==> src/rtl/iob_vexriscv_bus_merge_pkg.sv <==
// Shared types and helpers for the VexRiscv instruction/data IOb bus merger.
// Requests are packed {avalid, addr, wdata, wstrb}; responses are {rdata, rvalid, ready}.
package iob_vexriscv_bus_merge_pkg;

    typedef enum logic [1:0] {
        IDLE   = 2'd0,
        REQ    = 2'd1,
        WAIT_R = 2'd2
    } merge_state_t;

    localparam logic OWNER_IBUS = 1'b0;
    localparam logic OWNER_DBUS = 1'b1;

    function automatic int req_width(input int addr_w, input int data_w);
        return 1 + addr_w + data_w + data_w / 8;
    endfunction

    function automatic int resp_width(input int data_w);
        return data_w + 2;
    endfunction

endpackage

==> src/rtl/iob_reg_re.sv <==
// Generic register with clock enable, synchronous reset and load enable.
module iob_reg_re #(
    parameter int                 DATA_W  = 1,
    parameter logic [DATA_W-1:0]  RST_VAL = '0
) (
    input  logic              clk_i,
    input  logic              arst_n_i,
    input  logic              cke_i,
    input  logic              rst_i,
    input  logic              en_i,
    input  logic [DATA_W-1:0] data_i,
    output logic [DATA_W-1:0] data_o
);

    // Storage: async clear, then sync clear or load while the clock is enabled.
    always_ff @(posedge clk_i or negedge arst_n_i) begin
        if (!arst_n_i) begin
            data_o <= RST_VAL;
        end else if (cke_i) begin
            if (rst_i) begin
                data_o <= RST_VAL;
            end else if (en_i) begin
                data_o <= data_i;
            end
        end
    end

endmodule

==> src/rtl/iob_vexriscv_merge_arb.sv <==
// Grant logic for the bus merger: fixed dbus priority, or round-robin with a
// last_grant register when IOB_VEX_MERGE_RR_EN is defined.
module iob_vexriscv_merge_arb
    import iob_vexriscv_bus_merge_pkg::*;
(
`ifdef IOB_VEX_MERGE_RR_EN
    input  logic clk_i,
    input  logic arst_n_i,
    input  logic cke_i,
    input  logic grant,
`endif
    input  logic ibus_avalid,
    input  logic dbus_avalid,
    output logic gnt_valid,
    output logic gnt_owner
);

    logic prio_s;

`ifdef IOB_VEX_MERGE_RR_EN
    logic last_grant_r;

    // On a conflict the requester that did not win last time goes first.
    assign prio_s = ~last_grant_r;

    // Remember which requester took the most recent grant.
    always_ff @(posedge clk_i or negedge arst_n_i) begin
        if (!arst_n_i) begin
            last_grant_r <= OWNER_IBUS;
        end else if (cke_i && grant) begin
            last_grant_r <= gnt_owner;
        end
    end
`else
    assign prio_s = OWNER_DBUS;
`endif

    // Winner selection; a lone requester always wins.
    always_comb begin
        gnt_valid = ibus_avalid | dbus_avalid;
        if (ibus_avalid && dbus_avalid) begin
            gnt_owner = prio_s;
        end else if (dbus_avalid) begin
            gnt_owner = OWNER_DBUS;
        end else begin
            gnt_owner = OWNER_IBUS;
        end
    end

endmodule

==> src/rtl/iob_vexriscv_bus_merge.sv <==
// Merges the VexRiscv instruction and data IOb ports onto one IOb master with a
// single outstanding read. Optional round-robin arbitration: IOB_VEX_MERGE_RR_EN.
module iob_vexriscv_bus_merge
    import iob_vexriscv_bus_merge_pkg::*;
#(
    parameter int ADDR_W = 32,
    parameter int DATA_W = 32,
    parameter int REQ_W  = req_width(ADDR_W, DATA_W),
    parameter int RESP_W = resp_width(DATA_W)
) (
    input  logic              clk_i,
    input  logic              arst_n_i,
    input  logic              cke_i,
    input  logic [REQ_W-1:0]  ibus_req_i,
    output logic [RESP_W-1:0] ibus_resp_o,
    input  logic [REQ_W-1:0]  dbus_req_i,
    output logic [RESP_W-1:0] dbus_resp_o,
    output logic [REQ_W-1:0]  m_req_o,
    input  logic [RESP_W-1:0] m_resp_i,
    output logic              err_o
);

    localparam int STRB_W     = DATA_W / 8;
    localparam int AVALID_BIT = REQ_W - 1;
    localparam int READY_BIT  = 0;
    localparam int RVALID_BIT = 1;
    localparam int RDATA_LSB  = 2;

    merge_state_t      state_r;
    merge_state_t      state_nxt_s;
    logic [REQ_W-1:0]  req_r;
    logic [REQ_W-1:0]  win_req_s;
    logic              owner_r;
    logic              is_rd_r;
    logic              err_r;
    logic              gnt_valid_s;
    logic              gnt_owner_s;
    logic              grant_s;
    logic              is_rd_nxt_s;
    logic              err_set_s;
    logic              m_ready_s;
    logic              m_rvalid_s;
    logic [DATA_W-1:0] m_rdata_s;

    assign m_ready_s   = m_resp_i[READY_BIT];
    assign m_rvalid_s  = m_resp_i[RVALID_BIT];
    assign m_rdata_s   = m_resp_i[RDATA_LSB +: DATA_W];
    assign win_req_s   = gnt_owner_s ? dbus_req_i : ibus_req_i;
    assign is_rd_nxt_s = (win_req_s[STRB_W-1:0] == {STRB_W{1'b0}});
    // Any m rvalid without a read in flight is a slave protocol error.
    assign err_set_s   = m_rvalid_s && (state_r != WAIT_R);
    assign err_o       = err_r;

    iob_vexriscv_merge_arb u_arb (
`ifdef IOB_VEX_MERGE_RR_EN
        .clk_i       (clk_i),
        .arst_n_i    (arst_n_i),
        .cke_i       (cke_i),
        .grant       (grant_s),
`endif
        .ibus_avalid (ibus_req_i[AVALID_BIT]),
        .dbus_avalid (dbus_req_i[AVALID_BIT]),
        .gnt_valid   (gnt_valid_s),
        .gnt_owner   (gnt_owner_s)
    );

    iob_reg_re #(.DATA_W(REQ_W)) u_req_reg (
        .clk_i(clk_i), .arst_n_i(arst_n_i), .cke_i(cke_i), .rst_i(1'b0),
        .en_i(grant_s), .data_i(win_req_s), .data_o(req_r)
    );

    iob_reg_re #(.DATA_W(1)) u_owner_reg (
        .clk_i(clk_i), .arst_n_i(arst_n_i), .cke_i(cke_i), .rst_i(1'b0),
        .en_i(grant_s), .data_i(gnt_owner_s), .data_o(owner_r)
    );

    iob_reg_re #(.DATA_W(1)) u_is_rd_reg (
        .clk_i(clk_i), .arst_n_i(arst_n_i), .cke_i(cke_i), .rst_i(1'b0),
        .en_i(grant_s), .data_i(is_rd_nxt_s), .data_o(is_rd_r)
    );

    iob_reg_re #(.DATA_W(1)) u_err_reg (
        .clk_i(clk_i), .arst_n_i(arst_n_i), .cke_i(cke_i), .rst_i(1'b0),
        .en_i(err_set_s), .data_i(1'b1), .data_o(err_r)
    );

    // FSM state register.
    always_ff @(posedge clk_i or negedge arst_n_i) begin
        if (!arst_n_i) begin
            state_r <= IDLE;
        end else if (cke_i) begin
            state_r <= state_nxt_s;
        end
    end

    // Next state, grant strobe and response routing to the owning requester.
    always_comb begin
        state_nxt_s = state_r;
        grant_s     = 1'b0;
        m_req_o     = '0;
        ibus_resp_o = '0;
        dbus_resp_o = '0;
        ibus_resp_o[RDATA_LSB +: DATA_W] = m_rdata_s;
        dbus_resp_o[RDATA_LSB +: DATA_W] = m_rdata_s;
        case (state_r)
            IDLE: begin
                if (gnt_valid_s) begin
                    grant_s     = 1'b1;
                    state_nxt_s = REQ;
                end else begin
                    state_nxt_s = IDLE;
                end
            end
            REQ: begin
                m_req_o             = req_r;
                m_req_o[AVALID_BIT] = 1'b1;
                if (owner_r == OWNER_DBUS) begin
                    dbus_resp_o[READY_BIT] = m_ready_s;
                end else begin
                    ibus_resp_o[READY_BIT] = m_ready_s;
                end
                if (m_ready_s) begin
                    state_nxt_s = is_rd_r ? WAIT_R : IDLE;
                end else begin
                    state_nxt_s = REQ;
                end
            end
            WAIT_R: begin
                if (owner_r == OWNER_DBUS) begin
                    dbus_resp_o[RVALID_BIT] = m_rvalid_s;
                end else begin
                    ibus_resp_o[RVALID_BIT] = m_rvalid_s;
                end
                if (m_rvalid_s) begin
                    state_nxt_s = IDLE;
                end else begin
                    state_nxt_s = WAIT_R;
                end
            end
            default: begin
                state_nxt_s = IDLE;
            end
        endcase
    end

endmodule

==> config.mk <==
export PLATFORM = sky130hd
export DESIGN_NAME = iob_vexriscv_bus_merge
export DESIGN_NICKNAME = d
export VERILOG_FILES = /design/src/rtl/iob_vexriscv_bus_merge_pkg.sv /design/src/rtl/iob_reg_re.sv /design/src/rtl/iob_vexriscv_merge_arb.sv /design/src/rtl/iob_vexriscv_bus_merge.sv
export SDC_FILE = /design/constraint.sdc
export NUM_CORES = 1
export LEC_CHECK = 0
export ABC_AREA = 1
export CORE_AREA = 2 2 123 125
export CTS_CLUSTER_DIAMETER = 50
export CTS_CLUSTER_SIZE = 24
export DETAILED_ROUTE_END_ITERATION = 6
export DIE_AREA = 0 0 125 127
export PLACE_DENSITY = 0.73
export SLEW_MARGIN = 20
export SYNTH_ARGS = -nofsm -noshare
export SYNTH_HDL_FRONTEND = slang
export SYNTH_SLANG_ARGS = --single-unit
==> constraint.sdc <==
create_clock -name clk_i -period 1.5 [get_ports clk_i]
set_input_delay 0.375 -clock clk_i [delete_from_list [all_inputs] [get_ports clk_i]]
set_output_delay 0.375 -clock clk_i [all_outputs]
set_load 0.02 [all_outputs]
==> metrics.md, run 1 <==
| Metric | Value |
|---|---|
| Outcome | `finished, violations left` |
| Failing checks | `negative setup slack` |
| Final Cycle Share | `1.24` |
| CTS tree | `built` |
| Yosys top cell area share | `0.399` |
| Distinct cell type count after synthesis | `17` |
| First-pass GRT wire length | `21,600 um` |
| Synth top area cells | `dfrtp_1 40%, nand2_1 23%, buf_4 12%` |
| Mapped Nets | `858` |
| Avg Synthesized Cell Area | `6.71 um2` |
| Endpoints failing hold | `0` |
| Element type at the critical path end | `output pin` |
| Pins over their slew limit | `0` |
| Relative slew slack | `0.731` |
| Area Overhead vs Synth | `71.7%` |
| R2r startpoint | `state_r[1]` |
| R2R depth | `9` |
| Seq. cell area | `0.00183 mm2` |
| Worst Path Required | `1.12 ns` |
| GRT Resource Usage Total | `0.169` |
| Core area | `0.0144 mm2` |
| Crit-path slowest cell | `dfrtp_1` |
| Final Util | `0.546` |
| Setup violators final | `109` |
| Critical Setup Path Class | `reg2out` |
| WL/cell | `13.8 um` |
| Number of vias in the routed layout | `4,609` |
| DRC violations left | `0` |
| Sink Count | `73` |
| Worst R2R Setup Slack | `-0.10 ns` |
| RSZ-0062 raised after global routing | `yes` |
| CTS buffer count | `9` |
| CP arrival | `1.49 ns` |
| Dpl ws | `-0.695 ns` |
| Seq/Total Area, Yosys | `0.399` |
| Largest net degree at the start of global routing | `74` |
| H-tree depth | `3` |
| Static Leakage | `3.74 nW` |
| Starting Density | `0.318` |
| Clock root buffer master | `clkbuf_16` |
| Minimum clock period | `1.86 ns` |
| Register bit total from synthesis | `73` |
| Reg-to-Reg End | `u_req_reg.data_o[23]` |
| Global placement routability congestion | `0.770` |
| Layout fillers | `1,351` |
| Clock buffer depth | `2` |
| Die area | `0.0159 mm2` |
| Ys Warns | `0` |
| Fmax | `536 MHz` |
| Die Height | `127 um` |
| Min-delay worst type | `in2async` |
| Vias in the first global route | `4,413` |
| First drt pass iteration count | `4` |
| Gr ovfl total | `0` |
| DRT iter0 DRCs | `159` |
| Post-synth top area cell | `dfrtp_1` |
| Skew final | `0.00344 ns` |
| Hpwl dp | `9620 um` |
| Cells after synthesis | `683` |
| Max-cap violation count | `0` |
| Fin nets | `1,047` |
| Core Rows | `44` |
| Worst-path cell chain | `nor2_4, inv_6, buf_12, buf_16, nor2_1, buf_4` |
| Cell Area, Synth | `0.00458 mm2` |
| Peak fanout along the critical path | `7` |
| IO Count | `313` |
| Worst-path clk slew | `0.05 ns` |
| Die Wd | `125 um` |
| Worst-Skew Late Latency | `0.33 ns` |
| Layout cells sized above 1 | `0.260` |
| PD cells | `1230 mW/mm2` |
| Worst VDD drop | `0.609 mV` |
| Slew at the pin closest to its max-slew limit | `0.403 ns` |
| Crit start category | `register` |
| Setup WS post-layout | `-0.364 ns` |
| Initial antenna violation count | `1` |
| Input/output buffers | `216` |
| Worst stage delay on the critical path | `0.41 ns` |
| Vias per cell | `4.36` |
| Antenna-violating nets left | `0` |
| Area of the multi-input gates | `0.00212 mm2` |
| Post-Route WL | `14,600 um` |
cell families (layout without fill, tap and decap cells):
| group | after synthesis | count (layout) | share of synthesized area |
|---|---|---|---|
| flip-flops | 73 | 73 | 0.399 |
| AND/OR/NAND/NOR | 361 | 361 | 0.301 |
| other | 0 | 1 | 0 |
| buffers and inverters | 177 | 367 | 0.221 |
| AO/OA/AOI/OAI | 72 | 72 | 0.0800 |
layer usage:
metal / part of all wire / track usage / vias up
li1: - / - / 2351
met1: 0.39 / 0.199 / 2060
met2: 0.52 / 0.297 / 161
met3: 0.060 / 0.0410 / 37
met4: 0.027 / 0.0725 / 0
met5: 0 / 0 / -
repair_timing:
action,4_1_cts,5_1_grt
setup endpoints to repair,74,127
pin swaps,1,1
hold buffers,0,0
buffers inserted,7,5
cloned,2,14
endpoints found under the hold margin,0,0
resized for setup,451,89
worst max-delay path by stage:
stage                     start             end
finish               state_r[1]     m_req_o[29]
global route         state_r[1]     m_req_o[54]
CTS                  state_r[0]     m_req_o[38]
detailed placement  m_resp_i[0]  ibus_resp_o[0]
global placement    m_resp_i[0]  dbus_resp_o[0]
floorplan            state_r[0]     m_req_o[10]
critical path: cells and delay by family (launching register included):
kind | cells | cell delay [ns]
AND/OR/NAND/NOR | 2 | 0.26
flip-flops | 1 | 0.41
buffers and inverters | 4 | 0.50
layout make-up:
cell class / count / share of cell area
sequential: 73 / 0.232
timing repair buffer: 279 / 0.400
inverter: 76 / 0.0369
tap: 184 / 0.0292
clock buffer: 11 / 0.0321
clock inverter: 1 / 0.000636
multi-input combinational: 433 / 0.269
antenna: 1 / 0.000318
per-stage QoR:
stage                     area [um2]  setup TNS, ns  std cells  hold slack (ns)  total power [mW]
after floorplan                 4640          -1.76        683           0.0794              5.18
after CTS                       7170         -20.04       1039           0.0662              9.08
final                           7870         -21.84       1058           0.0478              9.70
after global placement          6700         -37.02       1018            0.427              6.57
after global routing            7870         -32.10       1057           0.0888              10.4
after detailed placement        6700         -39.30       1018            0.424              6.65
Yosys cell counts:
| library cell | n |
|---|---|
| buf_6 | 9 |
| nand2_1 | 279 |
| a31o_2 | 1 |
| nor2_1 | 73 |
| nor2_4 | 2 |
| dfrtp_1 | 73 |
| o21ai_0 | 47 |
| inv_1 | 73 |
| o211ai_1 | 1 |
| nand3_1 | 3 |
| nor3_1 | 4 |
| o21ai_1 | 22 |
| inv_2 | 3 |
| buf_4 | 71 |
| clkbuf_1 | 11 |
| buf_2 | 10 |
| a21oi_1 | 1 |
placed cells by master, fill, tap and decap left out:
cell type        instances
o211ai_1                 1
nor2_4                  36
o21ai_1                 28
buf_16                   2
a21oi_1                  1
diode_2                  1
o21ai_0                 39
nor3_4                   2
inv_2                    3
nor2_1                  11
nand2_2                  1
a31o_2                   1
clkbuf_8                 2
buf_4                   38
dlygate4sd2_1            1
inv_1                   72
buf_12                  15
clkinv_2                 1
nand3_2                  1
nand2_1                278
nor2_2                  28
nor3_2                   2
buf_8                    4
inv_6                    1
o21ai_2                  2
dfrtp_1                 73
buf_2                    1
clkdlybuf4s50_1        140
buf_6                   67
clkbuf_16               20
nand3_1                  2
state kept, by name, summed over array words and instances, names as in the netlist:
signal              count
u_owner_reg.data_o      1
state_r                 2
u_req_reg.data_o       68
u_is_rd_reg.data_o      1
u_err_reg.data_o        1
power by group:
part | switching (mW) | total (mW) | internal [mW] | leakage (nW)
Sequential | 0.228 | 2.99 | 2.76 | 0.907
Combinational | 2.56 | 4.79 | 2.23 | 2.70
Clock | 0.758 | 1.93 | 1.17 | 0.129
No activity file was read; power rests on OpenSTA's default activity.
==> run 2, diff against run 1 <==
--- a/config.mk
+++ b/config.mk
@@ -6,6 +6,7 @@
 export NUM_CORES = 1
 export LEC_CHECK = 0
 export ABC_AREA = 1
+export ABC_CLOCK_PERIOD_IN_PS = 1500
 export CORE_AREA = 2 2 123 125
 export CTS_CLUSTER_DIAMETER = 50
 export CTS_CLUSTER_SIZE = 24
==> results of run 2 <==
No change in the layout: final DEF, timing and power equal those of run 1.
==> run 3, diff against run 2 <==
--- a/config.mk
+++ b/config.mk
@@ -6,7 +6,7 @@
 export NUM_CORES = 1
 export LEC_CHECK = 0
 export ABC_AREA = 1
-export ABC_CLOCK_PERIOD_IN_PS = 1500
+export ABC_CLOCK_PERIOD_IN_PS = 1800
 export CORE_AREA = 2 2 123 125
 export CTS_CLUSTER_DIAMETER = 50
 export CTS_CLUSTER_SIZE = 24
==> constraint.sdc (replaced) <==
create_clock -name clk_i -period 1.8 [get_ports clk_i]
set_input_delay 0.45 -clock clk_i [delete_from_list [all_inputs] [get_ports clk_i]]
set_output_delay 0.45 -clock clk_i [all_outputs]
set_load 0.02 [all_outputs]
==> metrics.md, run 3 (synthesized netlist as in run 1, its figures left out) <==
| Metric | Value |
|---|---|
| DRC violations left | `0 (unchanged)` |
| Worst hold slack | `0.0557 ns (was 0.0478 ns)` |
| Setup violators final | `66 (was 109)` |
| Die area | `0.0159 mm2 (unchanged)` |
| # diodes | `0 (was 1)` |
| Setup_tns | `-2.04 ns (was -21.84 ns)` |
| Global placement routability congestion | `0.769 (was 0.770)` |
| Largest net degree at the start of global routing | `70 (was 74)` |
| Minimum clock period | `1.87 ns` |
| Worst-path clk slew | `0.06 ns (was 0.05 ns)` |
| Min-delay worst type | `in2async (unchanged)` |
| Worst-Skew Late Latency | `0.33 ns (about the same)` |
| Die Height | `127 um (unchanged)` |
| Input/output buffers | `216 (unchanged)` |
| Number of vias in the routed layout | `4,403 (was 4,609)` |
| Largest register by flop count | `u_req_reg.data_o (unchanged)` |
| Skew final | `0.00560 ns (was 0.00344 ns)` |
| Initial antenna violation count | `1 (unchanged)` |
| Fin nets | `1,009 (was 1,047)` |
| Fmax | `533 MHz` |
| Final Cycle Share | `1.04` |
| CP arrival | `1.42 ns (was 1.49 ns)` |
| Crit start category | `input port (was register)` |
| Gr ovfl total | `0 (unchanged)` |
| Vias in the first global route | `4,231 (was 4,413)` |
| Die Wd | `125 um (unchanged)` |
| Worst-path cell chain | `clkdlybuf4s50_1, inv_2, nor3_2, buf_4 (was nor2_4, inv_6, buf_12, buf_16, nor2_1, buf_4)` |
| Starting Density | `0.318 (unchanged)` |
| CTS buffer count | `9 (unchanged)` |
| First drt pass iteration count | `4 (unchanged)` |
| Crit-path slowest cell | `clkdlybuf4s50_1 (was dfrtp_1)` |
| Setup WS post-layout | `-0.0747 ns (was -0.364 ns)` |
| H-tree depth | `3 (unchanged)` |
| CTS tree | `built (unchanged)` |
| Worst VDD drop | `0.399 mV (was 0.609 mV)` |
| Worst Path Required | `1.35 ns (was 1.12 ns)` |
| Sink Count | `73 (unchanged)` |
| Post-Route WL | `12,600 um (was 14,600 um)` |
| Relative slew slack | `0.702 (was 0.731)` |
| Hpwl dp | `9290 um (was 9620 um)` |
| GRT Resource Usage Total | `0.158 (was 0.169)` |
| Core Rows | `44 (unchanged)` |
| First-pass GRT wire length | `20,300 um (was 21,600 um)` |
| Most common cell after layout, fill and taps aside | `nand2_1 (unchanged)` |
| Area Overhead vs Synth | `50.6% (was 71.7%)` |
| WL/cell | `12.4 um (was 13.8 um)` |
| Largest regs | `u_req_reg.data_o (68), state_r (2) (unchanged)` |
| Core area | `0.0144 mm2 (unchanged)` |
| Max reg flops | `68 (unchanged)` |
| Vias per cell | `4.30 (was 4.36)` |
| Element type at the critical path end | `output pin (unchanged)` |
| Peak fanout along the critical path | `3 (was 7)` |
| RSZ-0062 raised after global routing | `yes (unchanged)` |
| Dpl ws | `-0.533 ns (was -0.695 ns)` |
| Slew at the pin closest to its max-slew limit | `0.448 ns (was 0.403 ns)` |
| PD cells | `1060 mW/mm2 (was 1230 mW/mm2)` |
| Static Leakage | `3.40 nW (was 3.74 nW)` |
| DRT iter0 DRCs | `177 (was 159)` |
| Outcome | `finished, violations left (unchanged)` |
| Layout cells sized above 1 | `0.194 (was 0.260)` |
| Commonest non-fill, non-tap cells in the layout | `278 x nand2_1, 140 x clkdlybuf4s50_1, 73 x dfrtp_1, 70 x inv_1, 58 x buf_4 (was 278 x nand2_1, 140 x clkdlybuf4s50_1, 73 x dfrtp_1, 72 x inv_1, 67 x buf_6)` |
| Final Util | `0.479 (was 0.546)` |
| Gr busiest metal | `met2 (unchanged)` |
| Worst stage delay on the critical path | `0.49 ns (was 0.41 ns)` |
| Met1 GRT Util | `0.183 (was 0.199)` |
| Max-cap violation count | `0 (unchanged)` |
| Design Power | `7.29 mW (was 9.70 mW)` |
| Failing checks | `negative setup slack (unchanged)` |
| Met2 Track Usage GR | `0.269 (was 0.297)` |
| Antenna-violating nets left | `0 (unchanged)` |
| Clock root buffer master | `clkbuf_16 (unchanged)` |
| Critical Setup Path Class | `in2out (was reg2out)` |
| Clock buffer depth | `2 (unchanged)` |
| Endpoints failing hold | `0 (unchanged)` |
| IO Count | `313 (unchanged)` |
| Pins over their slew limit | `0 (unchanged)` |
| M3 GR Usage | `0.0373 (was 0.0410)` |
[run 3: cell type report]
cell class	count	area, um2
clock buffers	11	243
clock inverters	5	55.1
fillers	1438	7520
inverters	76	288
multi-input cells	433	1900
flip-flops and latches	73	1830
well taps	184	230
repair buffers	241	2360
[run 3: final timing paths]
path                                        endpoint  depth (start not counted)  slack [ns]               start
worst max-delay path                  ibus_resp_o[0]                          4       -0.07         m_resp_i[0]
worst min-delay path            u_req_reg.data_o[16]                          1        0.06            arst_n_i
worst max register to register  u_req_reg.data_o[62]                          6        0.32          state_r[1]
worst min register to register    u_is_rd_reg.data_o                          2        0.48  u_is_rd_reg.data_o
max in group asynchronous       u_req_reg.data_o[15]                          2        1.19            arst_n_i
min in group clk_i                u_is_rd_reg.data_o                          2        0.48  u_is_rd_reg.data_o
[run 3: timing repair]
item | in CTS | in global routing
setup endpoints to repair | 72 | 72
buffers inserted | 1 | 3
gates cloned | 0 | 0
gates resized for setup | 365 | 81
pin swaps | 0 | 2
hold buffers | 0 | 0
[run 3: per-stage QoR]
step           std cells  instance area, um2
2_1_floorplan        683                4600
3_3_place_gp        1003                6480
3_5_place_dp        1003                6480
4_1_cts             1020                6610
5_1_grt             1023                6900
6_report            1023                6900
[run 3: power by group]
group	total (mW)	leakage (nW)	switching [mW]	internal [mW]
Combinational	3.03	2.35	1.71	1.33
Clock	1.78	0.142	0.670	1.11
Sequential	2.48	0.907	0.184	2.30
Total	7.29	3.40	2.56	4.73
[run 3: routing by layer]
layer / wire [um] / share of wire / up-vias
met5: 13 / 0.0010 / -
met4: 516 / 0.041 / 2
met3: 889 / 0.070 / 44
met2: 6030 / 0.48 / 166
met1: 5190 / 0.41 / 1925
li1: - / - / 2266
[run 3: critical path: cells and delay by family]
kind | cells | cell delay (ns)
simple gates | 1 | 0.23
buf+inv | 3 | 0.74
